<file path="config.mk">
export PLATFORM = sky130hd
export DESIGN_NAME = score_timer
export DESIGN_NICKNAME = d
export VERILOG_FILES = /design/src/rtl/score_timer.sv
export SDC_FILE = /design/constraint.sdc
export NUM_CORES = 1
export LEC_CHECK = 0
export ABC_AREA = 1
export CORE_MARGIN = 2
export CORE_UTILIZATION = 35
export CTS_BUF_LIST = sky130_fd_sc_hd__clkbuf_4 sky130_fd_sc_hd__clkbuf_8
export DETAILED_ROUTE_END_ITERATION = 12
export PLACE_DENSITY = 0.55
export SKIP_LAST_GASP = 1
export SLEW_MARGIN = 10
export SYNTH_ARGS = -nofsm -noshare
export SYNTH_HDL_FRONTEND = slang
export SYNTH_SLANG_ARGS = --single-unit
</file>
<file path="constraint.sdc">
create_clock -name clk -period 3.1 [get_ports clk]
set_clock_uncertainty 0.15 [all_clocks]
set_input_delay 0.62 -clock clk [delete_from_list [all_inputs] [get_ports clk]]
set_output_delay 0.62 -clock clk [all_outputs]
set_load 0.005 [all_outputs]
</file>
<file path="src/rtl/score_timer.sv">
// Game-round controller: one-second prescaler, countdown of the seconds left,
// and saturating score accumulation from gold captures. All outputs registered.
module score_timer #(
  parameter int TICK_DIV     = 100000000,
  parameter int GAME_SECONDS = 60,
  parameter int SCORE_MAX    = 255
) (
  input  logic       clk,
  input  logic       rst,
  input  logic       start,
  input  logic       gold_add,
  input  logic [7:0] gold_value,
  output logic [7:0] time_show,
  output logic [7:0] score,
  output logic       running,
  output logic       game_over,
  output logic       sec_tick
);

  localparam int PW = $clog2(TICK_DIV);
  localparam logic [PW-1:0] PRESC_LAST = PW'(TICK_DIV - 1);
  localparam logic [7:0] TIME_LOAD  = 8'(GAME_SECONDS);
  localparam logic [8:0] SCORE_CEIL = 9'(SCORE_MAX);

  typedef enum logic [1:0] {IDLE, RUN, OVER} state_t;

  state_t        state_q, state_d;
  logic [PW-1:0] presc_q, presc_d;
  logic [7:0]    time_q, time_d;
  logic [7:0]    score_q, score_d;
  logic          running_q, running_d;
  logic          game_over_q, game_over_d;
  logic          sec_tick_q, sec_tick_d;
  logic [8:0]    score_sum;

  always_comb begin
    state_d    = state_q;
    presc_d    = presc_q;
    time_d     = time_q;
    score_d    = score_q;
    sec_tick_d = 1'b0;
    score_sum  = {1'b0, score_q} + {1'b0, gold_value};

    case (state_q)
      RUN: begin
        if (gold_add) begin
          score_d = (score_sum > SCORE_CEIL) ? SCORE_CEIL[7:0] : score_sum[7:0];
        end
        // The final tick both zeroes the countdown and ends the round on one edge.
        if (presc_q == PRESC_LAST) begin
          presc_d    = '0;
          sec_tick_d = 1'b1;
          if (time_q <= 8'd1) begin
            time_d  = 8'd0;
            state_d = OVER;
          end else begin
            time_d = time_q - 8'd1;
          end
        end else begin
          presc_d = presc_q + PW'(1);
        end
      end
      IDLE, OVER: begin
        presc_d = '0;
        if (state_q == OVER) begin
          time_d = 8'd0;
        end
        if (start) begin
          time_d  = TIME_LOAD;
          score_d = 8'd0;
          state_d = (GAME_SECONDS == 0) ? OVER : RUN;
        end
      end
      default: begin
        state_d = IDLE;
      end
    endcase

    running_d   = (state_d == RUN);
    game_over_d = (state_d == OVER);
  end

  always_ff @(posedge clk) begin
    if (rst) begin
      state_q     <= IDLE;
      presc_q     <= '0;
      time_q      <= TIME_LOAD;
      score_q     <= 8'd0;
      running_q   <= 1'b0;
      game_over_q <= 1'b0;
      sec_tick_q  <= 1'b0;
    end else begin
      state_q     <= state_d;
      presc_q     <= presc_d;
      time_q      <= time_d;
      score_q     <= score_d;
      running_q   <= running_d;
      game_over_q <= game_over_d;
      sec_tick_q  <= sec_tick_d;
    end
  end

  assign time_show = time_q;
  assign score     = score_q;
  assign running   = running_q;
  assign game_over = game_over_q;
  assign sec_tick  = sec_tick_q;

endmodule
</file>
* Word level (Yosys, flattened, before mapping) *
Cells that the tools add are included.

word-level totals
  output and inout port bits = 19
  input port bits = 12
  flip-flop bits (word level) = 48

operators by class
  reductions and logical operators = 6
  equal/unequal tests = 9
  magnitude comparators = 2
  multiplexer cells = 16
  bitwise operators = 1
  add/sub/neg operators = 3

operator list
  operator                                                         count
  two-way mux 8 bit                                                7
  one-hot mux 27 bit (2 select lines)                              1
  one-hot mux 8 bit (2 select lines)                               2
  adder 27 x 1 -> 27 bit (second input constant)                   1
  == test 27 bit (second input constant)                           1
  two-way mux 27 bit                                               1
  adder 8 x 8 -> 9 bit                                             1
  > comparator 9 x 8 -> 1 bit (second input constant)              1
  less-or-equal comparator 8 x 1 -> 1 bit (second input constant)  1
  subtractor 8 x 1 -> 8 bit (second input constant)                1
  two-way mux 2 bit                                                3
  != test 2 bit (second input constant)                            3
  AND reduction 3 bit                                              2
  == test 2 x 1 -> 1 bit (second input constant)                   2
  == test 2 bit (second input constant)                            2
  one-hot mux 2 bit (2 select lines)                               1
  OR reduction 2 bit                                               2
  != test 3 bit (second input constant)                            1
  zero test 2 bit                                                  1
  nonzero test 2 bit                                               1
  two-way mux 1 bit                                                1
  NOT 1 bit                                                        1

* Longest topological paths before layout *
  depth after elaboration = 5
  gate-level depth with buffers = 12

* Least setup slack after synthesis *
OpenSTA, ideal clock, no wires.

  kind = input-to-reg
  start = input gold_value[0]
  end = register score_q[2] (netlist: score[2])
  path slack = 0.976 ns
  arrival = 1.842 ns
  stages on the path = 10
  buffers on the path = 0
  path through = ha_1 -> inv_1 -> fa_1 -> inv_1 -> nand3_1 -> nand2_1 -> a21oi_1 -> o21ai_0 -> nand2_1 -> a21oi_1

between the ends
  cells in the longest elaborated chain, start to end = 5

RTL lines
  element                               RTL line  RTL
  start, declared                       12        input logic [7:0] gold_value,
  adder 8 x 8 -> 9 bit *                42        score_sum = {1'b0, score_q} + {1'b0, gold_value};
  > comparator 9 x 8 -> 1 bit           47        score_d = (score_sum > SCORE_CEIL) ? SCORE_CEIL[7:0] : score_sum[7:0];
  two-way mux 8 bit *                   47
  two-way mux 8 bit *                   46        if (gold_add) begin
  one-hot mux 8 bit (2 select lines) *  44        case (state_q)
  end signal, assigned                  96        score_q <= score_d;
  end, declared                         30        logic [7:0] score_q, score_d;

Mark *: on every way between the ends. The rest lies on a longest branch, timed or not. The select of a mux whose other input is x is not followed.
A chain may end at the register's enable or synchronous reset.

* Worst setup path after layout *
Ends and elaborated chain as after synthesis.

==> flow_summary.ini <==
[timing]
tightest_slew_ns = 0.604
tns_ns = 0
fin_crit_ns = 2.44
finalHoldViolCount = 0
relSlewSlack_pct = 59.7
fin_crit_sh_pct = 78.8
fmax_mhz = 409
setup_viol = 0
rsz0062_at_grt = false
drv_slew = 0

[floorplan]
die_h_um = 99.6
die_area_mm2 = 0.00993
core_area_mm2 = 0.00881
initial_core_util_pct = 36.3
num_rows = 34
die_w_um = 99.6
ios = 31

[clock_tree]
cts_root_buf = clkbuf_8
clock_sinks = 48
cts_tree = built
clkLatencyLatePin_ns = 0.31
cts_max_level = 2
ctsHoldBuffers = 0
clkSlewWorstSetupHoldPaths_ns = 0.09
cts_setup_buffers = 0
cts_resized = 0
max-clock-path-buffers = 2
cts_buffers = 5

[synthesis]
synth-seq-cells = 48
ys_seq_area_share_pct = 30.0
syn_area_per_cell_um2 = 6.12
synth_top_family_by_area = simple AND/OR/NAND/NOR gates
synth_mux_area_share_pct = 0
synthSimpleGateAreaFrac_pct = 41.2
synth-compound-area-share_pct = 9.93
netlist_area_mm2 = 0.00320
yosysWarnings = 0
synth_adder_area_share_pct = 4.93
synth_fp_nets = 547
synthCells = 523
synth.distinct_cells = 26
synthXorXnorAreaFrac_pct = 3.83

[worst_hold_path]
min_path_type = reg -> reg
hp-start = score[7]
holdPathEnd = score[7]
min_path_cells = 2

[place]
io_buffers = 30
dp_hpwl_um = 5680
gp_routability_congestion = 0.828

[pwr]
powerDensity_mw_per_mm2 = 357
ir_drop_v = 0.000186
p_leak_nw = 1.52
finalPower_mw = 1.32

[critical_path]
path_class = in -> reg
crit_required_ns = 3.19
r2r-end = presc_q[19]
arrival_ns = 2.53
cp_slowest_cell = clkdlybuf4s50_1
start_kind = input pin
r2r-start = presc_q[0]
cpPeakStageDelay_ns = 0.47
cp-end-kind = flop
cp_max_fo = 5
rr_worst_depth = 10
rrSetupSlack_ns = 1.02
worstPathCellList = clkdlybuf4s50_1 > ha_1 > inv_1 > fa_1 > inv_1 > nand3_1 > nand2_1 > a21oi_1 > buf_4 > o21ai_0 > nand2_1 > a21oi_1

[final_layout]
drive_above_1_share_pct = 4.70
nets = 576
nFillCells = 920
area_growth_pct = 15.4
diodes = 0

[global_routing]
antenna_found_initial = 0
gr-total-overflow = 0
grt_use_total_pct = 16.3
grt_pass1_vias = 2913
grt_pass1_wl_um = 13300
grt_max_degree = 38

[run_status]
status = completed

[detailed_routing]
wl_per_cell_um = 11.8
drc_errors = 0
drt-initial-drc-count = 107
dr_total_vias = 3200
drt_pre_antenna_iters = 4
wl_um = 7780
ant_nets = 0
via_per_inst = 4.84

[flow_run]
maxCapViolCount = 0
==> power breakdown <==
part           switching (mW)  internal, mW
logic                   0.134         0.108
registers              0.0241         0.638
clock network           0.223         0.191
total                   0.381         0.937
==> cell families (layout without fill, tap and decap cells) <==
family | Yosys count | after routing
simple gates | 307 | 307
buf+inv | 79 | 109
compound gates | 63 | 63
flops | 48 | 48
xor+xnor | 14 | 14
fa+ha+maj | 12 | 12
==> worst max-delay path by stage <==
stage	from	endpoint	slack, ns	depth (start not counted)
finish	gold_value[0]	score[2]	0.66	12
detailed placement	gold_value[0]	score[2]	0.32	12
floorplan	gold_value[0]	score[2]	0.98	10
CTS	gold_value[0]	score[2]	0.64	12
global route	gold_value[0]	score[2]	0.49	12
global placement	gold_value[0]	score[2]	0.43	12
==> critical path: cells and delay by family <==
| kind | cells | cell delay (ns) |
|---|---|---|
| simple gates | 3 | 0.25 |
| fa+ha+maj | 2 | 0.55 |
| compound gates | 3 | 0.32 |
| buf+inv | 4 | 0.78 |
==> Yosys cell counts <==
library cell / n / area, µm²
nand2_1: 170 / 638
clkinv_1: 1 / 3.75
xnor2_1: 5 / 43.8
clkbuf_1: 7 / 26.3
nand4_1: 9 / 56.3
buf_2: 2 / 10.0
inv_1: 65 / 244
fa_1: 1 / 20.0
nor3_1: 2 / 10.0
nand2_2: 4 / 25.0
dfxtp_1: 48 / 961
nor2_4: 4 / 45.0
and2_1: 1 / 6.26
o21bai_1: 1 / 7.51
inv_2: 1 / 3.75
or2_2: 1 / 6.26
nor2_2: 4 / 25.0
a21oi_1: 49 / 245
buf_6: 3 / 33.8
nand3b_1: 4 / 30.0
nor4_1: 2 / 12.5
ha_1: 11 / 138
nor2_1: 52 / 195
nand3_1: 54 / 270
xor2_1: 9 / 78.8
o21ai_0: 13 / 65.1
==> registers in the layout, indices dropped and copies added (netlist names) <==
name,cells
game_over,1
presc_q,27
running,1
score,8
sec_tick,1
state_q,2
time_show,8
==> cell type report <==
cell class              instances  area [µm²]  area share [%]
multi-input cells             396        1920            51.9
repair buffers                 34         330            8.94
inverters                      67         251            6.81
flip-flops and latches         48         961            26.0
clock inverters                 1        7.51           0.203
well taps                     108         135            3.66
clock buffers                   7        90.1            2.44
==> cells in the final DEF, fill, tap and decap left out, drive strengths merged <==
master         count
nand2            174
inv               66
nor2              60
nand3             54
a21oi             49
dfxtp             48
clkdlybuf4s50     30
o21ai             13
ha                11
xor2               9
nand4              9
clkbuf             7
xnor2              5
nand3b             4
buf                4
nor4               2
nor3               2
or2                1
clkinv             1
and2               1
o21bai             1
fa                 1
clkinvlp           1
==> layer usage <==
metal  up-vias  wire length (µm)  GRT usage [%]
li1       1711                 -              -
met1      1438              3870           22.2
met5         -                 0              0
met4         0                65           3.79
met2        46              3510           27.2
met3         5               328           2.53
==> through the flow <==
stage | setup WS [ns] | hold WS, ns | cell area, µm² | std cells | utilization, %
after global placement | 0.425 | 0.328 | 3600 | 653 | 40.8
final | 0.656 | 0.341 | 3690 | 661 | 41.9
after detailed placement | 0.317 | 0.334 | 3600 | 653 | 40.8
after CTS | 0.644 | 0.346 | 3690 | 661 | 41.9
after global routing | 0.486 | 0.379 | 3690 | 661 | 41.9
after floorplan | 0.976 | 0.317 | 3200 | 523 | -
(Power assumes the default switching activity.)
